<file path="config.mk">
export PLATFORM = sky130hd
export DESIGN_NAME = spec_host_wb_bridge_flat
export DESIGN_NICKNAME = d
export VERILOG_FILES = /design/src/rtl/spec_host_wb_bridge_pkg.sv /design/src/rtl/spec_host_wb_bridge_if.sv /design/src/rtl/spec_host_wb_bridge_timeout.sv /design/src/rtl/spec_host_wb_bridge.sv /design/src/flat_wrapper.sv
export SDC_FILE = /design/constraint.sdc
export NUM_CORES = 1
export LEC_CHECK = 0
export ABC_AREA = 1
export CAP_MARGIN = 5
export CORE_UTILIZATION = 37
export DETAILED_ROUTE_END_ITERATION = 16
export PLACE_DENSITY = 0.74
export SLEW_MARGIN = 10
export SYNTH_ARGS = -nofsm -noshare
export SYNTH_HDL_FRONTEND = slang
export SYNTH_HIERARCHICAL = 1
export SYNTH_SLANG_ARGS = --single-unit
export TNS_END_PERCENT = 5
</file>
<file path="constraint.sdc">
create_clock -name clk_sys_i -period 2.56 [get_ports clk_sys_i]
set_clock_uncertainty 0.2 [all_clocks]
set_input_delay 0.512 -clock clk_sys_i [delete_from_list [all_inputs] [get_ports clk_sys_i]]
set_output_delay 0.512 -clock clk_sys_i [all_outputs]
set_load 0.01 [all_outputs]
</file>
<file path="src/rtl/spec_host_wb_bridge_pkg.sv">
// Shared constants, state type and window decoder for the SPEC host-to-Wishbone bridge.
package spec_bridge_pkg;

    localparam logic [31:0] C_WRPC_BASE   = 32'h0008_0000;
    localparam logic [31:0] C_PERIPH_BASE = 32'h000A_0000;
    localparam int          C_WIN_BITS    = 17;

    localparam logic        SLV_WRPC   = 1'b0;
    localparam logic        SLV_PERIPH = 1'b1;

    // Returned to the host for reads that fail (unmapped or timed out).
    localparam logic [31:0] C_ERR_RDATA = 32'hFFFF_FFFF;

    typedef enum logic [1:0] {
        ST_IDLE = 2'd0,
        ST_BUS  = 2'd1,
        ST_RESP = 2'd2
    } t_bridge_state;

    typedef struct packed {
        logic valid;
        logic sel;
    } t_decode;

    // A window matches when every address bit above the window size equals the base.
    function automatic t_decode decode_addr(input logic [31:0] addr,
                                            input logic [31:0] wrpc_base,
                                            input logic [31:0] periph_base,
                                            input int          win_bits);
        t_decode d;
        d.valid = 1'b0;
        d.sel   = SLV_WRPC;
        if ((addr >> win_bits) == (wrpc_base >> win_bits)) begin
            d.valid = 1'b1;
            d.sel   = SLV_WRPC;
        end else if ((addr >> win_bits) == (periph_base >> win_bits)) begin
            d.valid = 1'b1;
            d.sel   = SLV_PERIPH;
        end
        return d;
    endfunction

endpackage

</file>
<file path="src/rtl/spec_host_wb_bridge_if.sv">
// Host request/response and Wishbone signals of the bridge; slave = bridge side, master = environment side.
interface spec_host_wb_bridge_if;
    logic        host_req_i;
    logic        host_we_i;
    logic [31:0] host_addr_i;
    logic [31:0] host_wdata_i;
    logic        host_ready_o;
    logic        host_rsp_valid_o;
    logic [31:0] host_rsp_data_o;
    logic        host_rsp_err_o;
    logic [1:0]  wb_cyc_o;
    logic        wb_stb_o;
    logic        wb_we_o;
    logic [3:0]  wb_sel_o;
    logic [31:0] wb_adr_o;
    logic [31:0] wb_dat_o;
    logic [63:0] wb_dat_i;
    logic [1:0]  wb_ack_i;

    modport slave (
        input  host_req_i, host_we_i, host_addr_i, host_wdata_i, wb_dat_i, wb_ack_i,
        output host_ready_o, host_rsp_valid_o, host_rsp_data_o, host_rsp_err_o,
               wb_cyc_o, wb_stb_o, wb_we_o, wb_sel_o, wb_adr_o, wb_dat_o
    );

    modport master (
        output host_req_i, host_we_i, host_addr_i, host_wdata_i, wb_dat_i, wb_ack_i,
        input  host_ready_o, host_rsp_valid_o, host_rsp_data_o, host_rsp_err_o,
               wb_cyc_o, wb_stb_o, wb_we_o, wb_sel_o, wb_adr_o, wb_dat_o
    );
endinterface

</file>
<file path="src/rtl/spec_host_wb_bridge_timeout.sv">
// Loadable down-counter guarding a Wishbone access; expired once it has counted down to zero.
module spec_bridge_timeout #(
    parameter int CNT_W = 10
) (
    input  logic             clk_sys_i,
    input  logic             rst_n_i,
    input  logic             i_clr,
    input  logic             i_load,
    input  logic [CNT_W-1:0] i_load_val,
    input  logic             i_en,
    output logic             o_expired
);
    logic [CNT_W-1:0] r_cnt;

    // Clear wins over load, load wins over counting; the count parks at zero.
    always_ff @(posedge clk_sys_i or negedge rst_n_i) begin
        if (!rst_n_i)                  r_cnt <= '0;
        else if (i_clr)                r_cnt <= '0;
        else if (i_load)               r_cnt <= i_load_val;
        else if (i_en && r_cnt != '0)  r_cnt <= r_cnt - 1'b1;
    end

    assign o_expired = (r_cnt == '0);
endmodule

</file>
<file path="src/rtl/spec_host_wb_bridge.sv">
// Single-outstanding host-to-Wishbone bridge with two decoded windows and bus timeout.
module spec_host_wb_bridge
    import spec_bridge_pkg::*;
#(
    parameter logic [31:0] WRPC_BASE      = C_WRPC_BASE,
    parameter logic [31:0] PERIPH_BASE    = C_PERIPH_BASE,
    parameter int          WIN_BITS       = C_WIN_BITS,
    parameter int          TIMEOUT_CYCLES = 1024
) (
    input  logic                 clk_sys_i,
    input  logic                 rst_n_i,
    spec_host_wb_bridge_if.slave bus
);
    localparam int TO_W = (TIMEOUT_CYCLES > 1) ? $clog2(TIMEOUT_CYCLES) : 1;
    // Loaded at accept so that the last BUS cycle is the TIMEOUT_CYCLES-th one.
    localparam logic [TO_W-1:0] TO_LOAD = TO_W'(TIMEOUT_CYCLES - 1);

    t_bridge_state r_state, w_state_nxt;
    logic          r_we, r_hit, r_sel;
    logic [31:0]   r_adr, r_wdata, r_rsp_data;
    logic          r_rsp_err;

    t_decode       w_dec;
    logic          w_accept, w_ack, w_bus_act, w_to_exp, w_to_en;
    logic          w_rsp_load, w_rsp_err;
    logic [31:0]   w_rsp_data, w_lane;

    assign w_accept  = bus.host_req_i && (r_state == ST_IDLE);
    assign w_dec     = decode_addr(bus.host_addr_i, WRPC_BASE, PERIPH_BASE, WIN_BITS);
    assign w_ack     = bus.wb_ack_i[r_sel];
    assign w_lane    = (r_sel == SLV_PERIPH) ? bus.wb_dat_i[63:32] : bus.wb_dat_i[31:0];
    // Unmapped requests also pass through BUS but never raise cyc/stb, which keeps every
    // response at a minimum of two cycles after accept.
    assign w_bus_act = (r_state == ST_BUS) && r_hit;

    spec_bridge_timeout #(.CNT_W(TO_W)) u_timeout (
        .clk_sys_i  (clk_sys_i),
        .rst_n_i    (rst_n_i),
        .i_clr      (w_rsp_load),
        .i_load     (w_accept),
        .i_load_val (TO_LOAD),
        .i_en       (w_to_en),
        .o_expired  (w_to_exp)
    );

    // State register plus request capture at accept and response capture on leaving BUS.
    always_ff @(posedge clk_sys_i or negedge rst_n_i) begin
        if (!rst_n_i) begin
            r_state    <= ST_IDLE;
            r_we       <= 1'b0;
            r_hit      <= 1'b0;
            r_sel      <= SLV_WRPC;
            r_adr      <= '0;
            r_wdata    <= '0;
            r_rsp_data <= '0;
            r_rsp_err  <= 1'b0;
        end else begin
            r_state <= w_state_nxt;
            if (w_accept) begin
                r_we    <= bus.host_we_i;
                r_hit   <= w_dec.valid;
                r_sel   <= w_dec.sel;
                r_adr   <= {{(32-WIN_BITS){1'b0}}, bus.host_addr_i[WIN_BITS-1:2], 2'b00};
                r_wdata <= bus.host_wdata_i;
            end
            if (w_rsp_load) begin
                r_rsp_data <= w_rsp_data;
                r_rsp_err  <= w_rsp_err;
            end
        end
    end

    // Next state and response selection: unmapped, acked, or timed out.
    always_comb begin
        w_state_nxt = r_state;
        w_rsp_load  = 1'b0;
        w_rsp_data  = '0;
        w_rsp_err   = 1'b0;
        w_to_en     = 1'b0;
        case (r_state)
            ST_IDLE: if (w_accept) w_state_nxt = ST_BUS;
            ST_BUS: begin
                if (!r_hit) begin
                    w_state_nxt = ST_RESP;
                    w_rsp_load  = 1'b1;
                    w_rsp_err   = 1'b1;
                    w_rsp_data  = r_we ? 32'h0 : C_ERR_RDATA;
                end else if (w_ack) begin
                    w_state_nxt = ST_RESP;
                    w_rsp_load  = 1'b1;
                    w_rsp_data  = r_we ? 32'h0 : w_lane;
                end else if (w_to_exp) begin
                    w_state_nxt = ST_RESP;
                    w_rsp_load  = 1'b1;
                    w_rsp_err   = 1'b1;
                    w_rsp_data  = r_we ? 32'h0 : C_ERR_RDATA;
                end else begin
                    w_to_en = 1'b1;
                end
            end
            ST_RESP: w_state_nxt = ST_IDLE;
            default: w_state_nxt = ST_IDLE;
        endcase
    end

    // Bus controls decode straight from state so reset drops cyc/stb without waiting for a clock.
    assign bus.host_ready_o     = (r_state == ST_IDLE);
    assign bus.host_rsp_valid_o = (r_state == ST_RESP);
    assign bus.host_rsp_data_o  = r_rsp_data;
    assign bus.host_rsp_err_o   = r_rsp_err;
    assign bus.wb_cyc_o         = w_bus_act ? ((r_sel == SLV_PERIPH) ? 2'b10 : 2'b01) : 2'b00;
    assign bus.wb_stb_o         = w_bus_act;
    assign bus.wb_we_o          = w_bus_act && r_we;
    assign bus.wb_sel_o         = w_bus_act ? 4'hF : 4'h0;
    assign bus.wb_adr_o         = r_adr;
    assign bus.wb_dat_o         = r_wdata;
endmodule

</file>
<file path="src/flat_wrapper.sv">
// flat-port wrapper written by rule: the top's interface ports become plain ports
module spec_host_wb_bridge_flat import spec_bridge_pkg::*;
#(
    parameter logic [31:0] WRPC_BASE      = C_WRPC_BASE,
    parameter logic [31:0] PERIPH_BASE    = C_PERIPH_BASE,
    parameter int          WIN_BITS       = C_WIN_BITS,
    parameter int          TIMEOUT_CYCLES = 1024
)
  (clk_sys_i, rst_n_i, bus_host_req_i, bus_host_we_i, bus_host_addr_i, bus_host_wdata_i, bus_wb_dat_i, bus_wb_ack_i, bus_host_ready_o, bus_host_rsp_valid_o, bus_host_rsp_data_o, bus_host_rsp_err_o, bus_wb_cyc_o, bus_wb_stb_o, bus_wb_we_o, bus_wb_sel_o, bus_wb_adr_o, bus_wb_dat_o);
  spec_host_wb_bridge_if bus_i ();
  input  logic clk_sys_i;
  input  logic rst_n_i;
  input wire logic [$bits(bus_i.host_req_i)-1:0] bus_host_req_i;
  input wire logic [$bits(bus_i.host_we_i)-1:0] bus_host_we_i;
  input wire logic [$bits(bus_i.host_addr_i)-1:0] bus_host_addr_i;
  input wire logic [$bits(bus_i.host_wdata_i)-1:0] bus_host_wdata_i;
  input wire logic [$bits(bus_i.wb_dat_i)-1:0] bus_wb_dat_i;
  input wire logic [$bits(bus_i.wb_ack_i)-1:0] bus_wb_ack_i;
  output wire logic [$bits(bus_i.host_ready_o)-1:0] bus_host_ready_o;
  output wire logic [$bits(bus_i.host_rsp_valid_o)-1:0] bus_host_rsp_valid_o;
  output wire logic [$bits(bus_i.host_rsp_data_o)-1:0] bus_host_rsp_data_o;
  output wire logic [$bits(bus_i.host_rsp_err_o)-1:0] bus_host_rsp_err_o;
  output wire logic [$bits(bus_i.wb_cyc_o)-1:0] bus_wb_cyc_o;
  output wire logic [$bits(bus_i.wb_stb_o)-1:0] bus_wb_stb_o;
  output wire logic [$bits(bus_i.wb_we_o)-1:0] bus_wb_we_o;
  output wire logic [$bits(bus_i.wb_sel_o)-1:0] bus_wb_sel_o;
  output wire logic [$bits(bus_i.wb_adr_o)-1:0] bus_wb_adr_o;
  output wire logic [$bits(bus_i.wb_dat_o)-1:0] bus_wb_dat_o;
  assign bus_i.host_req_i = bus_host_req_i;
  assign bus_i.host_we_i = bus_host_we_i;
  assign bus_i.host_addr_i = bus_host_addr_i;
  assign bus_i.host_wdata_i = bus_host_wdata_i;
  assign bus_i.wb_dat_i = bus_wb_dat_i;
  assign bus_i.wb_ack_i = bus_wb_ack_i;
  assign bus_host_ready_o = bus_i.host_ready_o;
  assign bus_host_rsp_valid_o = bus_i.host_rsp_valid_o;
  assign bus_host_rsp_data_o = bus_i.host_rsp_data_o;
  assign bus_host_rsp_err_o = bus_i.host_rsp_err_o;
  assign bus_wb_cyc_o = bus_i.wb_cyc_o;
  assign bus_wb_stb_o = bus_i.wb_stb_o;
  assign bus_wb_we_o = bus_i.wb_we_o;
  assign bus_wb_sel_o = bus_i.wb_sel_o;
  assign bus_wb_adr_o = bus_i.wb_adr_o;
  assign bus_wb_dat_o = bus_i.wb_dat_o;
  spec_host_wb_bridge #(.WRPC_BASE(WRPC_BASE), .PERIPH_BASE(PERIPH_BASE), .WIN_BITS(WIN_BITS), .TIMEOUT_CYCLES(TIMEOUT_CYCLES)) u_core (.clk_sys_i(clk_sys_i), .rst_n_i(rst_n_i), .bus(bus_i));
endmodule
</file>
==> impl_table.tex <==
\begin{tabular}{lr}
\hline
Metric & Value \\
\hline
\multicolumn{2}{l}{\textbf{Run status}} \\
\quad Status & finished clean \\
\multicolumn{2}{l}{\textbf{Clocking}} \\
\quad Number of buffers inserted during clock tree synthesis & 9 \\
\quad Worst skew pair latency & 0.35 ns \\
\quad Clk buf depth & 2 \\
\quad Clk slew on worst S/H paths & 0.06 ns \\
\quad CTS tree & yes \\
\quad TritonCTS Sinks & 95 \\
\quad H-tree levels & 3 \\
\quad Root buf cell & clkbuf\_16 \\
\quad Post-CTS Repair Setup Buffers & 0 \\
\multicolumn{2}{l}{\textbf{Global routing}} \\
\quad Number of antenna violations at the first check in global routing & 0 \\
\quad Aggregate global-route resource usage & 20.9\% \\
\quad Wire length of the first global-routing pass & 21900 um \\
\quad Largest net degree at the start of global routing & 52 \\
\quad Total congestion overflow & 0 \\
\quad Via count of the first global-routing pass & 4487 \\
\multicolumn{2}{l}{\textbf{Critical path}} \\
\quad Required time reported for the critical path endpoint & 1.85 ns \\
\quad Length in cells of the worst reg-to-reg path & 12 \\
\quad Worst setup path category & reg -> out \\
\quad Critical Path AT & 1.68 ns \\
\quad End of the worst register-to-register path & u\_core/bus.host\_rsp\_data\_o[16]\$\_DFFE\_PN0P\_ \\
\quad Worst setup slack for register-to-register paths & 0.20 ns \\
\quad Number of buffer and inverter instances along the worst setup path & 3 \\
\quad Cells along the critical path & inv\_1 > nand2\_1 > nor2\_2 > buf\_4 > clkdlybuf4s50\_1 \\
\quad Cell type group with the largest total delay on the critical path & buffers and inverters \\
\quad Slowest cell delay on critical path & 0.53 ns \\
\quad Nature of the critical path endpoint & output port \\
\quad Slowest stage cell, crit path & clkdlybuf4s50\_1 \\
\quad Critical path peak fanout & 5 \\
\quad Startpoint of the lowest-slack register-to-register path & u\_core/u\_timeout/r\_cnt[0]\$\_DFFE\_PN0P\_ \\
\quad Element type at the critical path start & flip-flop \\
\multicolumn{2}{l}{\textbf{Synthesis}} \\
\quad Post-synthesis share of cell area spent on full adders, half adders and majority gates & 0.255\% \\
\quad Count of yosys warnings during synthesis & 6 \\
\quad Post-Synthesis Cells & 644 \\
\quad Dominant cells by area after synthesis & dfrtp\_1 (49\%), nand2\_1 (25\%), o211ai\_1 (4.9\%), buf\_4 (3.7\%), or2\_1 (2.4\%) \\
\quad Share of synthesized registers carrying an async set or reset & 100\% \\
\quad Prevailing post-synth register cell & dfrtp\_1 \\
\quad Portion of synthesized cell area occupied by the leading cell type & 48.5\% \\
\quad Post-synth cell types & 28 \\
\quad Avg Cell Area, Syn & 7.61 um\^{}2 \\
\quad Yosys top cell by area & dfrtp\_1 \\
\quad Post-synthesis mux area share & 0.204\% \\
\quad Number of flops mapped to enable cells by yosys & 0 \\
\quad Area fraction in compound gates after synthesis & 6.77\% \\
\quad Sequential element share of the synthesized area & 48.5\% \\
\quad Simple-gate share of the synthesized area & 34.8\% \\
\quad Number of synthesized register bits & 95 \\
\quad Area of the mapped netlist & 4900 um\^{}2 \\
\quad Xor-xnor portion of the synthesized cell area & 0.536\% \\
\quad Dominant combinational cell family by area after synthesis & simple AND/OR/NAND/NOR gates \\
\multicolumn{2}{l}{\textbf{Die}} \\
\quad Number of rows in the core area & 41 \\
\quad Horizontal extent of the die & 117 um \\
\quad CORE AREA & 12800 um\^{}2 \\
\quad Height of the chip & 117 um \\
\quad Die Footprint & 13700 um\^{}2 \\
\quad I/O pin count & 241 \\
\quad Starting utilization of the core area & 38.3\% \\
\multicolumn{2}{l}{\textbf{Power and ir drop}} \\
\quad Seq pwr share & 38.2\% \\
\quad Net switching component of the power & 1.97 mW \\
\quad Leakage power & 3.63 nW \\
\quad Proportion of power drawn by the clock network & 22.8\% \\
\quad Worst VDD drop & 0.493 mV \\
\quad Internal power consumption & 3.96 mW \\
\quad Share of total power in combinational logic & 39.0\% \\
\quad Switch share & 33.2\% \\
\quad Power density cells & 785 nW/um\^{}2 \\
\multicolumn{2}{l}{\textbf{Routing}} \\
\quad Routed wire length per instance & 13.0 um \\
\quad Initial detailed-routing violation count & 280 \\
\quad Number of antenna-violating nets in the routed design & 0 \\
\quad Number of vias in the routed layout & 4700 \\
\quad Number of search-and-repair iterations in the first detailed-routing pass & 4 \\
\quad Number of remaining DRC errors & 0 \\
\quad Total wire length & 13500 um \\
\quad Via count normalized by instance count & 4.52 \\
\multicolumn{2}{l}{\textbf{Timing}} \\
\quad Slew Limit Headroom & 49.4\% \\
\quad Final max-slew violation count & 0 \\
\quad Maximum clock frequency & 418 MHz \\
\quad Number of setup violations in the final report & 0 \\
\quad Unrepaired setup endpoints after global routing & true \\
\quad Final setup slack of the worst path & 0.169 ns \\
\quad Sum of negative setup slack & 0 ns \\
\quad Final Hold Viols & 0 \\
\quad Worst Max-Slew Pin Slew & 0.757 ns \\
\quad Final worst-path cycle share & 93.4\% \\
\quad Minimum clock period & 2.39 ns \\
\multicolumn{2}{l}{\textbf{Placement}} \\
\quad Worst setup slack after placement & 0.164 ns \\
\quad Weighted congestion at the end of routability-driven global placement & 0.817 \\
\quad Number of buffers added on ports & 221 \\
\quad Detail Placement HPWL & 9640 um \\
\quad Placed Cells incl. Taps & 1023 \\
\multicolumn{2}{l}{\textbf{Finish}} \\
\quad Signed area change from the synthesized netlist to the final layout & 54.1\% \\
\quad Final \#Nets & 998 \\
\quad Fraction of final layout cells with drive strength greater than 1 & 7.15\% \\
\quad Number of cells in the finished layout apart from fillers & 1039 \\
\quad Number of diodes & 0 \\
\multicolumn{2}{l}{\textbf{Hold path}} \\
\quad Hold EP & u\_core/bus.host\_rsp\_data\_o[31]\$\_DFFE\_PN0P\_ \\
\quad Hold Crit Depth & 2 \\
\quad Worst hold path type & reg -> reg \\
\quad Worst Min Path Start & u\_core/bus.host\_rsp\_data\_o[31]\$\_DFFE\_PN0P\_ \\
\multicolumn{2}{l}{\textbf{Flow run}} \\
\quad Number of violations of the max-capacitance limit & 0 \\
\hline
\end{tabular}
[metrics by stage]
step	utilization, %	power [mW]	hold slack (ns)	area, um^2
3_5_place_dp	56.5	4.58	0.222	7220
6_report	59.1	5.92	0.276	7550
3_3_place_gp	56.5	4.56	0.220	7220
4_1_cts	58.9	5.97	0.282	7530
5_1_grt	59.1	6.34	0.306	7550
2_1_floorplan	-	3.34	0.0164	4990
[worst max-delay path by stage]
| stage | start | end | slack (ns) | depth (start not counted) |
|---|---|---|---|---|
| floorplan | u_core/u_timeout/r_cnt[0]$_DFFE_PN0P_ | u_core/u_timeout/r_cnt[3]$_DFFE_PN0P_ | 0.16 | 15 |
| global placement | u_core/u_timeout/r_cnt[0]$_DFFE_PN0P_ | u_core/bus.host_rsp_data_o[2]$_DFFE_PN0P_ | 0.19 | 12 |
| detailed placement | u_core/u_timeout/r_cnt[0]$_DFFE_PN0P_ | u_core/bus.host_rsp_data_o[2]$_DFFE_PN0P_ | 0.16 | 12 |
| CTS | u_core/r_state[1]$_DFFE_PN0P_ | bus_wb_we_o | 0.002 | 6 |
| global route | u_core/u_timeout/r_cnt[0]$_DFFE_PN0P_ | u_core/bus.host_rsp_data_o[28]$_DFFE_PN0P_ | -0.02 | 12 |
| finish | u_core/r_state[1]$_DFFE_PN0P_ | bus_wb_sel_o[0] | 0.17 | 5 |
[area by class of cell]
cell class                      count  area (um^2)
Fill cell                        1158         5230
Tap cell                          172          215
Sequential cell                    95         2380
Timing Repair Buffer              236         2360
Multi-Input combinational cell    495         2200
Clock inverter                      6         71.3
Clock buffer                        9          225
Inverter                           26          100
[what timing repair did]
item,in CTS,in global routing
gates resized for setup,0,6
endpoints found under the hold margin,20,0
hold buffers,1,0
endpoints found under the setup margin,0,37
[tightest hold or removal path, cell delays in order (launching register included)]
cell and delay (ns):
dfrtp_1 0.34, nand2_1 0.05, nand2_1 0.05
[power by group through the flow]
stage / Clock [mW] / Sequential, mW / Combinational [mW]
6_report: 1.35 / 2.26 / 2.31
3_5_place_dp: 0 / 2.27 / 2.31
2_1_floorplan: 0 / 2.44 / 0.898
3_3_place_gp: 0 / 2.27 / 2.28
5_1_grt: 1.44 / 2.33 / 2.57
4_1_cts: 1.39 / 2.26 / 2.32
[flip-flops by register name (all words and copies together) (netlist names)]
register / count
u_core/bus.host_rsp_data_o: 32
u_core/bus.wb_dat_o: 32
u_core/bus.wb_adr_o: 15
u_core/u_timeout/r_cnt: 10
u_core/r_state: 2
u_core/bus.host_rsp_err_o: 1
u_core/r_hit: 1
u_core/r_sel: 1
u_core/r_we: 1
[Yosys cell counts, types with 2 or more instances]
cell type and n:
nor2_2 3, conb_1 2, o21ai_1 2, or2_2 14, buf_4 24, o211ai_1 32
inv_2 2, buf_6 2, clkbuf_1 9, nand2_2 5, or2_1 19, buf_2 17
nor2_1 29, dfrtp_1 95, nand2_1 322, nand3_1 20, o21ai_0 13, xor2_1 2
inv_1 23
[cell usage in the layout (no fill, tap or decap)]
cell type          n
nand2_1          321
clkdlybuf4s50_1  217
dfrtp_1           95
o211ai_1          32
nor2_1            28
conb_1            27
inv_1             23
nand3_1           20
or2_1             19
or2_2             14
buf_4             13
o21ai_0           13
clkbuf_16          9
nand2_2            6
dlymetal6s2s_1     3
nor2_2             3
clkinv_4           2
clkinvlp_4         2
inv_2              2
nor2_4             2
o21ai_1            2
buf_12             2
xor2_1             2
bufinv_16          1
inv_6              1
dlygate4sd3_1      1
inv_4              1
nand3_2            1
nand2_4            1
mux2i_1            1
a21oi_4            1
xnor2_1            1
ha_2               1
[routing by layer]
layer / share of wire, % / vias to the layer above / global-route usage [%]
li1: - / 2389 / -
met1: 44 / 2124 / 25.9
met4: 2.5 / 0 / 8.35
met3: 8.2 / 23 / 6.85
met2: 46 / 164 / 33.6
met5: 0 / - / 0
[logic make-up (layout without fill, tap and decap cells)]
group                    count (synthesis)  in the layout
XOR/XNOR                                 3              3
adder cells (fa/ha/maj)                  1              1
multiplexers                             1              1
flip-flops                              95             95
AND/OR/NAND/NOR                        415            415
other                                    2             27
buffers and inverters                   79            277
AO/OA/AOI/OAI                           48             48
Power figures use the tool's default switching activity.
